**config.mk**
```make
export PLATFORM = sky130hd
export DESIGN_NAME = camera_roi_packer
export DESIGN_NICKNAME = d
export VERILOG_FILES = /design/src/rtl/camera_roi_packer.sv
export SDC_FILE = /design/constraint.sdc
export NUM_CORES = 1
export LEC_CHECK = 0
export ABC_AREA = 1
export CAP_MARGIN = 20
export CELL_PAD_IN_SITES_DETAIL_PLACEMENT = 0
export CELL_PAD_IN_SITES_GLOBAL_PLACEMENT = 1
export CORE_UTILIZATION = 51
export CTS_BUF_LIST = sky130_fd_sc_hd__clkbuf_8
export DETAILED_ROUTE_END_ITERATION = 6
export PLACE_DENSITY_LB_ADDON = 0.1
export REMOVE_ABC_BUFFERS = 1
export SLEW_MARGIN = 20
export SYNTH_ARGS = -nofsm -noshare
export SYNTH_HDL_FRONTEND = slang
export SYNTH_SLANG_ARGS = --single-unit
```
**constraint.sdc**
```tcl
create_clock -name PIXCLK -period 3.35 [get_ports PIXCLK]
set_input_delay 0.67 -clock PIXCLK [delete_from_list [all_inputs] [get_ports PIXCLK]]
set_output_delay 0.67 -clock PIXCLK [all_outputs]
set_load 0.05 [all_outputs]
```
**src/rtl/camera_roi_packer.sv**
```systemverilog
// Crops an ROI from the pixel stream, packs 4x8-bit pixels per word into a show-ahead FIFO; word visible 2 cycles after the 4th pixel.
// Backpressure via M_READY; a push into a full FIFO drops the rest of the frame instead of stalling upstream.
module camera_roi_packer #(
    parameter int H     = 752,
    parameter int V     = 480,
    parameter int X0    = 0,
    parameter int Y0    = 0,
    parameter int W     = 752,
    parameter int HT    = 480,
    parameter int DEPTH = 16
) (
    input  logic                 PIXCLK,
    input  logic                 RST_N,
    input  logic                 FRAME_VALID,
    input  logic                 PIXEL_VALID,
    input  logic [9:0]           DATA_IN,
    input  logic [$clog2(V)-1:0] CURRENT_LINE,
    output logic [31:0]          M_DATA,
    output logic                 M_SOF,
    output logic                 M_EOL,
    output logic                 M_VALID,
    input  logic                 M_READY,
    output logic                 FRAME_DONE,
    output logic                 OVERFLOW,
    output logic [7:0]           DROPPED_FRAMES
);

    localparam int CW = $clog2(H);
    localparam int AW = $clog2(DEPTH);
    localparam logic [AW:0] FULL_CNT = (AW+1)'(DEPTH);

    typedef enum logic [1:0] {IDLE, ARMED, ACTIVE, DROP} state_t;

    state_t          state, state_nxt;
    logic            done_nxt;
    logic [CW-1:0]   col;
    logic [1:0]      lane;
    logic [23:0]     acc;
    logic            sof_pend;
    logic            push_vld, push_sof, push_eol;
    logic [31:0]     push_dat;

    logic [33:0]     mem [DEPTH];
    logic [AW-1:0]   wr_ptr, rd_ptr;
    logic [AW:0]     count;

    int              col_i, line_i;
    logic            in_roi, capture, empty, full, pop, ovf_evt, push_ok;

    always_comb begin
        col_i   = int'(col);
        line_i  = int'(CURRENT_LINE);
        in_roi  = PIXEL_VALID && (col_i >= X0) && (col_i < X0 + W)
                  && (line_i >= Y0) && (line_i < Y0 + HT);
        empty   = (count == '0);
        full    = (count == FULL_CNT);
        pop     = !empty && M_READY;
        // A pop on the same cycle frees the slot, so only an unrelieved full push is lost.
        ovf_evt = push_vld && full && !pop;
        push_ok = push_vld && !ovf_evt;
        capture = (state == ACTIVE) && FRAME_VALID && in_roi && !ovf_evt;
    end

    always_comb begin
        state_nxt = state;
        done_nxt  = 1'b0;
        case (state)
            IDLE:   if (!FRAME_VALID) state_nxt = ARMED;
            ARMED:  if (FRAME_VALID) state_nxt = ACTIVE;
            ACTIVE: begin
                // Hold ACTIVE for one cycle if the frame's last word is still in the push stage.
                if (ovf_evt) begin
                    state_nxt = DROP;
                end else if (!FRAME_VALID && !push_vld) begin
                    state_nxt = ARMED;
                    done_nxt  = 1'b1;
                end
            end
            DROP:   if (!FRAME_VALID) state_nxt = ARMED;
            default: state_nxt = IDLE;
        endcase
    end

    always_ff @(posedge PIXCLK or negedge RST_N) begin
        if (!RST_N) begin
            state          <= IDLE;
            FRAME_DONE     <= 1'b0;
            OVERFLOW       <= 1'b0;
            DROPPED_FRAMES <= 8'd0;
        end else begin
            state      <= state_nxt;
            FRAME_DONE <= done_nxt;
            if (ovf_evt) begin
                OVERFLOW <= 1'b1;
                if (DROPPED_FRAMES != 8'hFF) DROPPED_FRAMES <= DROPPED_FRAMES + 8'd1;
            end
        end
    end

    always_ff @(posedge PIXCLK or negedge RST_N) begin
        if (!RST_N) begin
            col      <= '0;
            lane     <= 2'd0;
            acc      <= '0;
            sof_pend <= 1'b0;
            push_vld <= 1'b0;
            push_sof <= 1'b0;
            push_eol <= 1'b0;
            push_dat <= '0;
        end else begin
            push_vld <= 1'b0;
            col <= (PIXEL_VALID && FRAME_VALID) ? col + CW'(1) : '0;
            if (state == ARMED && FRAME_VALID) sof_pend <= 1'b1;

            if (state != ACTIVE || !PIXEL_VALID || !FRAME_VALID) begin
                lane <= 2'd0;
            end else if (capture) begin
                lane <= lane + 2'd1;
                case (lane)
                    2'd0: acc[7:0]   <= DATA_IN[9:2];
                    2'd1: acc[15:8]  <= DATA_IN[9:2];
                    2'd2: acc[23:16] <= DATA_IN[9:2];
                    default: begin
                        push_vld <= 1'b1;
                        push_dat <= {DATA_IN[9:2], acc};
                        push_sof <= sof_pend;
                        push_eol <= (col_i == X0 + W - 1);
                        sof_pend <= 1'b0;
                    end
                endcase
            end
        end
    end

    always_ff @(posedge PIXCLK) begin
        if (push_ok) mem[wr_ptr] <= {push_sof, push_eol, push_dat};
    end

    always_ff @(posedge PIXCLK or negedge RST_N) begin
        if (!RST_N) begin
            wr_ptr <= '0;
            rd_ptr <= '0;
            count  <= '0;
        end else begin
            if (push_ok) wr_ptr <= wr_ptr + AW'(1);
            if (pop)     rd_ptr <= rd_ptr + AW'(1);
            case ({push_ok, pop})
                2'b10:   count <= count + (AW+1)'(1);
                2'b01:   count <= count - (AW+1)'(1);
                default: count <= count;
            endcase
        end
    end

    assign M_VALID = !empty;
    assign {M_SOF, M_EOL, M_DATA} = empty ? 34'd0 : mem[rd_ptr];

endmodule
```
# After elaboration in Yosys (flattened, before gate mapping)
# Memories as Yosys holds them, arrays and structs flattened.
# Index checks and enable logic that the tools add are counted.
# op_classes
n_lt_le_gt_ge,2
eq_ne,14
muxes,22
bitwise,2
n_addsub,7
reduce_logical,33
# op_table
op,count
2-to-1 mux 34 bit,1
AND reduction 3 bit,5
logical AND 1 bit,12
2-to-1 mux 1 bit,12
2-to-1 mux 2 bit,6
adder 10 x 1 -> 10 bit (second input constant),1
equality test 10 bit (second input constant),1
less-than comparator 10 bit (second input constant),1
2-to-1 mux 10 bit,1
case mux 5 bit (2 select lines),1
less-than comparator 9 bit (second input constant),1
adder 4 x 1 -> 4 bit (second input constant),2
adder 8 x 1 -> 8 bit (second input constant),1
equality test 2 bit (second input constant),4
!= test 8 bit (second input constant),1
equality test 2 x 1 -> 1 bit (second input constant),3
logical NOT 1 bit,6
!= test 2 bit (second input constant),3
case mux 2 bit (3 select lines),1
adder 5 x 1 -> 5 bit (second input constant),1
equality test 5 bit (second input constant),1
logical NOT 5 bit,1
subtractor 5 x 1 -> 5 bit (second input constant),1
logical NOT 2 bit,2
other kinds (8),11
# word_totals
memories,1
in_bits,24
register_bits,97
ramBits,544
# mem_list
name,words,word_bits,rd,rd_ports_with_merged_regs,wr,line_no,text
mem,16,34,1,0,1,43,logic [33:0] mem [DEPTH];

# Logic depth before layout (Yosys ltp)
# Gate-level depths: netlist of run 1.
# depth
depth_word,9
mapped_depth,17
depth_no_buf,17

# Worst setup path after synthesis of run 1
# No wires, ideal clock.
# synth_path
kind,input to register
startpoint,input port M_READY
endpoint,"memory mem[11][0], enable pin"
arrival_time_ns,2.775
path_stages,5
path_slack_ns,0.150
t_required_ns,2.925
cell_sequence,nand3b_1 -> nor2_4 -> nor2_2 -> nand2_1 -> nor2_1
# synth_via
elab_chain_len,7
# synth_lines
item,line_no,text
from (decl),22,"input logic M_READY,"
logical AND 1 bit,57,pop = !empty && M_READY;
logical NOT 1 bit,59,ovf_evt = push_vld && full && !pop;
logical AND 1 bit,59,
logical NOT 1 bit,60,push_ok = push_vld && !ovf_evt;
logical AND 1 bit,60,
2-to-1 mux 1 bit,136,"if (push_ok) mem[wr_ptr] <= {push_sof, push_eol, push_dat};"
2-to-1 mux 1 bit (implied by the code),136,
to (decl),43,
# No other way between the ends.

# Worst setup path after layout of run 1
# layout_path
startpoint,register rd_ptr[0]
endpoint,output port M_DATA[6]
# layout_via
elab_chain_len,2
# layout_lines
item,line_no,text
from (decl),44,"logic [AW-1:0] wr_ptr, rd_ptr;"
from (signal assigned),146,if (pop) rd_ptr <= rd_ptr + AW'(1);
memory (16 x 34 bit),-,
2-to-1 mux 34 bit,156,"assign {M_SOF, M_EOL, M_DATA} = empty ? 34'd0 : mem[rd_ptr];"
to (decl),18,"output logic [31:0] M_DATA,"
# No other way between the ends.

==> results.yml, run 1 <==
floorplan:
  coreArea_mm2: 0.0503
  die_x_um: 228
  fp.dieH_um: 228
  die-area_mm2: 0.0520
  rows: 82
  start_util: 0.518
  io_pins: 69
timing:
  setup_viol_count_final: 0
  slew_headroom: 0.518
  max_clock_freq_ghz: 0.306
  slew_violations: 0
  min_period_ps: 3260
  finalCritPeriodShare: 0.974
  rsz0062_at_grt: "true"
  hold_violations: 0
  worst_slew_pin_slew_ps: 723
  worst_clock_skew_ps: 33.6
synth:
  synth_top_flop_cell: "edfxtp_1"
  yosys_warnings: 0
  yosysSeqAreaShare: 0.721
  postSynthAreaPerCell_um2: 11.4
  ys_types: 35
  ys_seq_elements: 641
  syn_area_mm2: 0.0260
  synth-async-reset-ratio: 0.151
  synth_edf_count: 544
  syn_inst: 2279
clocking:
  clock_latency_ps: 710
  clockBufferDepth: 3
  cts_buffers: 103
  htreeDepth: 3
  clk_pin_slew_ps: 60
  cts_sinks: 641
  cts_tree: "yes"
  cts_hold_buffers: 0
  cts_root_buffer: "clkbuf_8"
pwr:
  worst_ir_drop_vdd_uv: 664
  power_density_mw_per_mm2: 816
  swShare: 0.370
  p_comb_frac: 0.380
  p_clk_frac: 0.266
  cell_internal_pwr_w: 0.0158
  p_leak_nw: 12.4
  finalPower_w: 0.0251
  power.share.sequential: 0.354
  switchingPower_w: 0.00927
grt:
  grt_overflow_total: 0
  track_usage: 0.253
  grt_pass1_vias: 16800
  grt_pass1_wl_mm: 98.7
  grt_max_degree: 87
  grt_antenna_before_repair: 1
worst_setup_path:
  cp_max_fo: 36
  cpMostUsedCell: "nand2_1"
  cp_slowest_cell: "dfrtp_4"
  cp_slowest_stage_delay_ps: 590
  crit_chain: "buf_4 > clkbuf_16 > nand2_1 > nand3_1 > nand3_1 > nand2_1 > nand2_1 > a21oi_2 > buf_12"
  path_class: "reg2out"
  cp-start-kind: "flip-flop"
  arrival_ps: 2590
  r2r_slack_ps: 890
  cp-end-kind: "output port"
  worstPathRequired_ps: 2680
place:
  io_buffers: 61
  hpwl_mm: 32.9
  placed_cell_area_mm2: 0.0282
  gp_congestion: 0.760
route:
  vias: 17200
  first_pass_iters: 7
  avgRoutedWirePerCell_um: 21.0
  viasPerCell: 5.47
  drt_iter0_drc: 1545
  drc: 0
  drtAntennaViolNets: 0
  drt_wl_total_mm: 66.2
finish:
  fin_area_mm2: 0.0307
  final_cell_mix: "nand2_1 (857), edfxtp_1 (544), nand3_1 (424)"
  n_fill_cell: 4005
  final_common_cell: "nand2_1"
  area_growth_pct: 18.0
  final_net_count: 2432
  drive_gt1_frac: 0.129
hold_path:
  min_path_type: "in2async"
run:
  cap_violations: 0
run_status:
  status: "complete, no violations"
[layout make-up]
| cell class | instances | area [µm²] | area share |
|---|---|---|---|
| Clock inverter | 72 | 430 | 0.0140 |
| Tap cell | 672 | 841 | 0.0274 |
| Multi-Input combinational cell | 1468 | 6750 | 0.220 |
| Inverter | 45 | 200 | 0.00651 |
| Clock buffer | 120 | 1650 | 0.0537 |
| Timing Repair Buffer | 130 | 2060 | 0.0672 |
| Sequential cell | 641 | 18800 | 0.611 |
| Timing Repair inverter | 2 | 20.0 | 0.000651 |
| Antenna cell | 1 | 2.50 | 0.0000814 |
[power groups by stage]
stage	sequential [W]	combinational, W	clock (W)
after floorplan	0.00943	0.00442	0
after global placement	0.00902	0.00876	0
after detailed placement	0.00902	0.00880	0
after CTS	0.00888	0.00918	0.00678
after global routing	0.00889	0.0102	0.00712
final	0.00888	0.00954	0.00666
[path summary, 6_finish.rpt]
kind,startpoint,to,cells past startpoint
worst min register to register,acc[4],push_dat[4],2
worst min-delay path,RST_N,DROPPED_FRAMES[6],1
max in group asynchronous,RST_N,col[2],2
min in group PIXCLK,acc[4],push_dat[4],2
worst max register to register,count[2],count[4],16
worst max-delay path,rd_ptr[0],M_DATA[6],9
[cells by family (layout without fill, tap and decap cells)]
kind of cell / after synthesis / in the layout / synth area share
flops: 641 / 641 / 0.721
xor+xnor: 16 / 16 / 0.00538
simple gates: 1347 / 1347 / 0.220
other cells: 0 / 1 / 0
fa+ha+maj: 17 / 17 / 0.00817
buf+inv: 170 / 369 / 0.0289
compound gates: 88 / 88 / 0.0172
[worst max-delay path, delay by kind of cell (launching register included)]
family,cells,cell delay (ps)
buf+inv,3,630
compound gates,1,290
simple gates,5,390
flops,1,590
[registers in the layout, indices dropped and copies added, names as in the netlist, 2 cells and up]
register / cells
state: 2
acc: 24
lane: 2
col: 10
push_dat: 32
mem: 544
DROPPED_FRAMES: 8
wr_ptr: 4
rd_ptr: 4
count: 5
[synthesized netlist by cell type, types with 2 or more instances]
master / count / area [µm²]
nor2_2: 2 / 12.5
buf_1: 12 / 45.0
nand4_1: 5 / 31.3
a21oi_1: 41 / 205
xor2_1: 10 / 87.6
ha_1: 17 / 213
nor2_1: 35 / 131
nor3_1: 7 / 35.0
clkbuf_1: 48 / 180
xnor2_1: 6 / 52.6
edfxtp_1: 544 / 16300
nand3_1: 424 / 2120
o21ai_1: 9 / 45.0
nand2_4: 2 / 22.5
buf_2: 60 / 300
or2_2: 3 / 18.8
inv_1: 42 / 158
o21ai_0: 35 / 175
nand2_2: 2 / 12.5
nand3_2: 3 / 30.0
nand2_1: 857 / 3220
buf_6: 5 / 56.3
dfrtp_1: 97 / 2430
nor2_8: 2 / 40.0
[timing repair]
item,CTS,global route
gates resized for setup,20,18
gates cloned,4,5
setup endpoints to repair,34,32
setup buffers,1,4
hold endpoints to repair,0,0
[through the flow]
step                      hold slack [ps]  setup TNS [ps]  std cells   util  setup WS, ps
final                                34.5               0       3151  0.611          85.6
after floorplan                       374         -324130       2154      -         -9130
after detailed placement              454               0       2944  0.561           519
after global routing                 64.2           -19.4       3150  0.611         -9.94
after global placement                449               0       2944  0.561           517
after CTS                            13.7               0       3141  0.607        0.0964
[per-layer routing]
| metal | GRT usage | share of wire |
|---|---|---|
| met1 | 0.351 | 0.44 |
| met4 | 0.0866 | 0.023 |
| met5 | 0 | 0 |
| met2 | 0.409 | 0.48 |
| met3 | 0.0388 | 0.058 |
Note: power is estimated with default switching activity, not from simulation.
==> inputs of run 2 (changes only) <==
--- a/config.mk
+++ b/config.mk
@@ -12,9 +12,9 @@
 export CORE_UTILIZATION = 51
 export CTS_BUF_LIST = sky130_fd_sc_hd__clkbuf_8
 export DETAILED_ROUTE_END_ITERATION = 6
+export GPL_TIMING_DRIVEN = 0
 export PLACE_DENSITY_LB_ADDON = 0.1
 export REMOVE_ABC_BUFFERS = 1
-export SLEW_MARGIN = 20
 export SYNTH_ARGS = -nofsm -noshare
 export SYNTH_HDL_FRONTEND = slang
 export SYNTH_SLANG_ARGS = --single-unit
==> results.yml, run 2 (synthesis results as in run 1) <==
run_status:
  status: "complete, no violations"
floorplan:
  die_x_um: 228
  start_util: 0.518
  io_pins: 69
  rows: 82
  die-area_mm2: 0.0520
  coreArea_mm2: 0.0503
  fp.dieH_um: 228
timing:
  worst_slew_pin_slew_ps: 987
  min_period_ps: 3320
  setup_tns_ps: 0
  setup_viol_count_final: 0
  worst_clock_skew_ps: 23.5
  rsz0062_at_grt: "true"
  finalCritPeriodShare: 0.990
  slew_headroom: 0.340
  fin_ws_ps: 35.0
  slew_violations: 0
  hold_ws_ps: 463
  hold_violations: 0
  max_clock_freq_ghz: 0.302
grt:
  grt_overflow_total: 0
  grt_antenna_before_repair: 0
  grt_max_degree: 70
  grt_pass1_vias: 16700
  track_usage: 0.275
  grt_pass1_wl_mm: 105
pwr:
  swShare: 0.386
  cell_internal_pwr_w: 0.0149
  switchingPower_w: 0.00937
  finalPower_w: 0.0243
  power.share.sequential: 0.365
  worst_ir_drop_vdd_uv: 566
  p_comb_frac: 0.378
  p_clk_frac: 0.257
  p_leak_nw: 12.4
  power_density_mw_per_mm2: 796
finish:
  fin_area_mm2: 0.0305
  top_register: "mem"
  final_net_count: 2434
  drive_gt1_frac: 0.116
  top_regs: "mem: 544 flops, push_dat: 32 flops, acc: 24 flops"
  largest_reg_flops: 544
  final_cell_mix: "nand2_1 (857), edfxtp_1 (544), nand3_1 (424)"
  antenna_cells: 0
  final_common_cell: "nand2_1"
  area_growth_pct: 17.2
hold_path:
  whs_path_depth: 2
  min_path_type: "reg2reg"
  holdPathEnd: "push_dat[6]"
  worstHoldStart: "acc[6]"
clocking:
  clock_latency_ps: 700
  cts_sinks: 641
  cts_tree: "yes"
  cts_buffers: 101
  clk_pin_slew_ps: 60
  htreeDepth: 3
  clockBufferDepth: 3
  cts_root_buffer: "clkbuf_8"
route:
  drt_wl_total_mm: 71.1
  avgRoutedWirePerCell_um: 22.5
  drc: 0
  viasPerCell: 5.51
  drt_iter0_drc: 1830
  first_pass_iters: 7
  drtAntennaViolNets: 0
  vias: 17400
worst_setup_path:
  r2r_slack_ps: 160
  cpMostUsedCell: "buf_12"
  worstPathRequired_ps: 2680
  cp_max_fo: 25
  cp-end-kind: "output port"
  r2r-end: "mem[9][11]"
  arrival_ps: 2650
  cp_slowest_stage_delay_ps: 600
  crit_chain: "buf_12 > inv_4 > buf_12 > nand2_1 > a21oi_2 > buf_4"
  critPathBufInv: 4
  cp_slowest_cell: "dfrtp_4"
  path_class: "reg2out"
  cpLargestDelayFamily: "buffers and inverters"
  r2r_start: "count[1]"
  cp-start-kind: "flip-flop"
  r2r_cells: 7
place:
  io_buffers: 61
  placed_cell_area_mm2: 0.0278
  gp_congestion: 0.719
  place_ws_ps: -1030
  hpwl_mm: 34.2
run:
  cap_violations: 0
-- run 2: cell types whose count changed in the layout (fill, tap and decap cells not counted), sizes merged --
| cell | previous run | this run |
|---|---|---|
| buf | 98 | 91 |
| clkbuf | 124 | 123 |
| bufinv | 4 | 1 |
| inv | 84 | 96 |
| bufbuf | 2 | 4 |
| nor2 | 40 | 41 |
| clkinv | 28 | 26 |
| dlygate4sd3 | 0 | 1 |
| diode | 1 | 0 |
-- run 2: cell type report --
cell class / count / area, µm²
Clock inverter: 76 / 338
Timing Repair inverter: 5 / 46.3
Fill cell: 4032 / 19700
Inverter: 45 / 243
Tap cell: 672 / 841
Multi-Input combinational cell: 1469 / 6710
Sequential cell: 641 / 18800
Timing Repair Buffer: 130 / 1990
Clock buffer: 115 / 1580
-- run 2: how the worst max path moves through the flow --
stage,slack (ps),from,cells after the start,endpoint
CTS,-5,rd_ptr[0],10,M_DATA[3]
global placement,-22600,rd_ptr[0],8,M_DATA[24]
floorplan,-9130,rd_ptr[0],7,M_DATA[10]
finish,30,rd_ptr[3],6,M_DATA[24]
detailed placement,-1030,rd_ptr[0],10,M_DATA[14]
global route,-20,rd_ptr[0],10,M_EOL
-- run 2: through the flow --
stage	cells	util
2_1_floorplan	2154	-
4_1_cts	3148	0.605
6_report	3153	0.607
3_5_place_dp	2920	0.554
3_3_place_gp	2887	0.535
5_1_grt	3153	0.607
-- run 2: layer usage --
layer | up-vias | wire length (µm) | track usage
li1 | 8139 | - | -
met1 | 8444 | 29500 | 0.374
met2 | 697 | 33900 | 0.450
met3 | 106 | 5860 | 0.0498
met4 | 0 | 1720 | 0.0929
met5 | - | 0 | 0
-- run 2: what timing repair did --
action / in CTS / in global routing
buffers inserted: 20 / 0
gates cloned: 16 / 5
endpoints found under the setup margin: 35 / 32
pin swaps: 3 / 1
hold buffers: 1 / 0
hold endpoints to repair: 38 / 0
resized for setup: 206 / 33
-- run 2: power groups by stage --
stage	logic [W]	registers [W]	clock network, W
2_1_floorplan	0.00442	0.00943	0
3_3_place_gp	0.00519	0.00971	0
3_5_place_dp	0.00740	0.00933	0
4_1_cts	0.00891	0.00887	0.00632
5_1_grt	0.00985	0.00888	0.00671
6_report	0.00918	0.00888	0.00624
-- run 2: worst reg2reg max path, stage by stage (launching register included) --
cell     delay (ps)
dfrtp_1         400
nor2_1           70
nand2_1         380
nor2_4          170
nor2_2          360
nand2_1         360
nor2_4          820
buf_12          280
==> inputs of run 3 (changes only) <==
==> constraint.sdc (replaced) <==
create_clock -name PIXCLK -period 3.7 [get_ports PIXCLK]
set_input_delay 0.74 -clock PIXCLK [delete_from_list [all_inputs] [get_ports PIXCLK]]
set_output_delay 0.74 -clock PIXCLK [all_outputs]
set_load 0.05 [all_outputs]
==> results.yml, run 3 (synthesis results as in run 1) <==
worst_setup_path:
  cp_slowest_stage_delay_ps: 670
  cp-start-kind: "flip-flop"
  cp-end-kind: "output port"
  critPathBufInv: 4
  r2r-end: "mem[9][22]"
  arrival_ps: 2890
  cpMostUsedCell: "buf_12"
  path_class: "reg2out"
  r2r_slack_ps: 530
  cp_slowest_cell: "dfrtp_4"
  worst-path-stages: 6
  cp_max_fo: 25
  cpLargestDelayFamily: "buffers and inverters"
  crit_chain: "buf_12 > inv_4 > buf_12 > nand2_1 > a21oi_1 > clkbuf_4"
  endpoint: "M_DATA[24]"
  r2r_start: "count[0]"
  worstPathRequired_ps: 2960
  r2r_cells: 7
  crit_start: "rd_ptr[3]"
finish:
  largest_reg_flops: 544
  multi_input_area_mm2: 0.00667
  final_common_cell: "nand2_1"
  final_net_count: 2412
  final_cell_mix: "nand2_1 (857), edfxtp_1 (544), nand3_1 (424)"
  n_fill_cell: 4098
  drive_gt1_frac: 0.106
  area_growth_pct: 15.3
  top_regs: "mem: 544 flops, push_dat: 32 flops, acc: 24 flops"
  antenna_cells: 0
  regArea_mm2: 0.0188
  fin_area_mm2: 0.0300
  top_register: "mem"
pwr:
  finalPower_w: 0.0211
  power_density_mw_per_mm2: 702
  p_clk_frac: 0.267
  worst_ir_drop_vdd_uv: 512
  swShare: 0.386
  switchingPower_w: 0.00814
  cell_internal_pwr_w: 0.0129
  power.share.sequential: 0.384
  p_comb_frac: 0.348
  p_leak_nw: 12.1
timing:
  worst_clock_skew_ps: 22.3
  slew_headroom: 0.355
  hold_violations: 0
  worst_slew_pin_slew_ps: 965
  fin_ws_ps: 65.2
  max_clock_freq_ghz: 0.275
  rsz0062_at_grt: "true"
  min_period_ps: 3630
  slew_violations: 0
  finalCritPeriodShare: 0.982
  hold_ws_ps: 46.1
  setup_viol_count_final: 0
clocking:
  cts_root_buffer: "clkbuf_8"
  cts_tree: "yes"
  clock_latency_ps: 690
  cts_sinks: 641
  clk_pin_slew_ps: 60
  clockBufferDepth: 3
  htreeDepth: 3
  cts_buffers: 101
  cts_hold_buffers: 0
floorplan:
  coreArea_mm2: 0.0503
  start_util: 0.518
  rows: 82
  io_pins: 69
  die_x_um: 228
  fp.dieH_um: 228
  die-area_mm2: 0.0520
grt:
  grt_pass1_vias: 16600
  grt_max_degree: 88
  track_usage: 0.267
  grt_overflow_total: 0
  grt_pass1_wl_mm: 103
  grt_antenna_before_repair: 0
place:
  placed_cell_area_mm2: 0.0278
  io_buffers: 61
  hpwl_mm: 34.2
  place_ws_ps: -752
  gp_congestion: 0.719
route:
  drc: 0
  drt_iter0_drc: 1677
  drt_wl_total_mm: 68.2
  avgRoutedWirePerCell_um: 21.8
  viasPerCell: 5.49
  first_pass_iters: 5
  vias: 17200
  drtAntennaViolNets: 0
hold_path:
  min_path_type: "in2async"
run_status:
  status: "complete, no violations"
run:
  cap_violations: 0
## run 3: worst min path at each step
stage	endpoint	slack, ps	cells past startpoint
floorplan	DROPPED_FRAMES[0]	440	0
global placement	push_dat[14]	450	2
detailed placement	push_dat[8]	460	2
CTS	count[0]	20	1
global route	count[1]	60	1
finish	count[1]	50	1
## run 3: power by group through the flow
stage | Combinational [W] | Sequential [W] | Clock [W]
5_1_grt | 0.00796 | 0.00811 | 0.00607
2_1_floorplan | 0.00409 | 0.00856 | 0
4_1_cts | 0.00724 | 0.00810 | 0.00572
3_3_place_gp | 0.00494 | 0.00884 | 0
3_5_place_dp | 0.00670 | 0.00845 | 0
6_report | 0.00734 | 0.00810 | 0.00563
## run 3: layer usage
layer  global-route usage  vias to the layer above  wire length, µm
li1                     -                     8084                -
met1                0.357                     8388            28700
met2                0.438                      618            32900
met3               0.0499                      105             4890
met4               0.0925                        0             1700
met5                    0                        -                0
## run 3: repair_timing
action | in CTS | in global routing
buffers inserted | 10 | 0
pin swaps | 1 | 0
endpoints found under the setup margin | 35 | 27
gates cloned | 7 | 3
resized for setup | 153 | 35
## run 3: layout make-up
| class | count | area share |
|---|---|---|
| Sequential cell | 641 | 0.626 |
| Timing Repair Buffer | 110 | 0.0509 |
| Tap cell | 672 | 0.0280 |
| Clock inverter | 76 | 0.0113 |
| Multi-Input combinational cell | 1469 | 0.222 |
| Clock buffer | 115 | 0.0527 |
| Inverter | 45 | 0.00809 |
| Timing Repair inverter | 3 | 0.00113 |
## run 3: worst reg2reg max path, cell delays in order, from the launching register on
cell and delay, ps:
dfrtp_1 410, nor2_1 60, nand2_1 380, nor2_4 170
nor2_2 360, nand2_1 360, nor2_4 810, buf_12 290
## run 3: stage by stage
stage | utilization | cells | TNS, ps
CTS | 0.596 | 3128 | -0.0870
global placement | 0.535 | 2887 | -2317210
finish | 0.597 | 3131 | 0
floorplan | - | 2154 | -313210
detailed placement | 0.554 | 2920 | -16310
global route | 0.597 | 3131 | -3.21
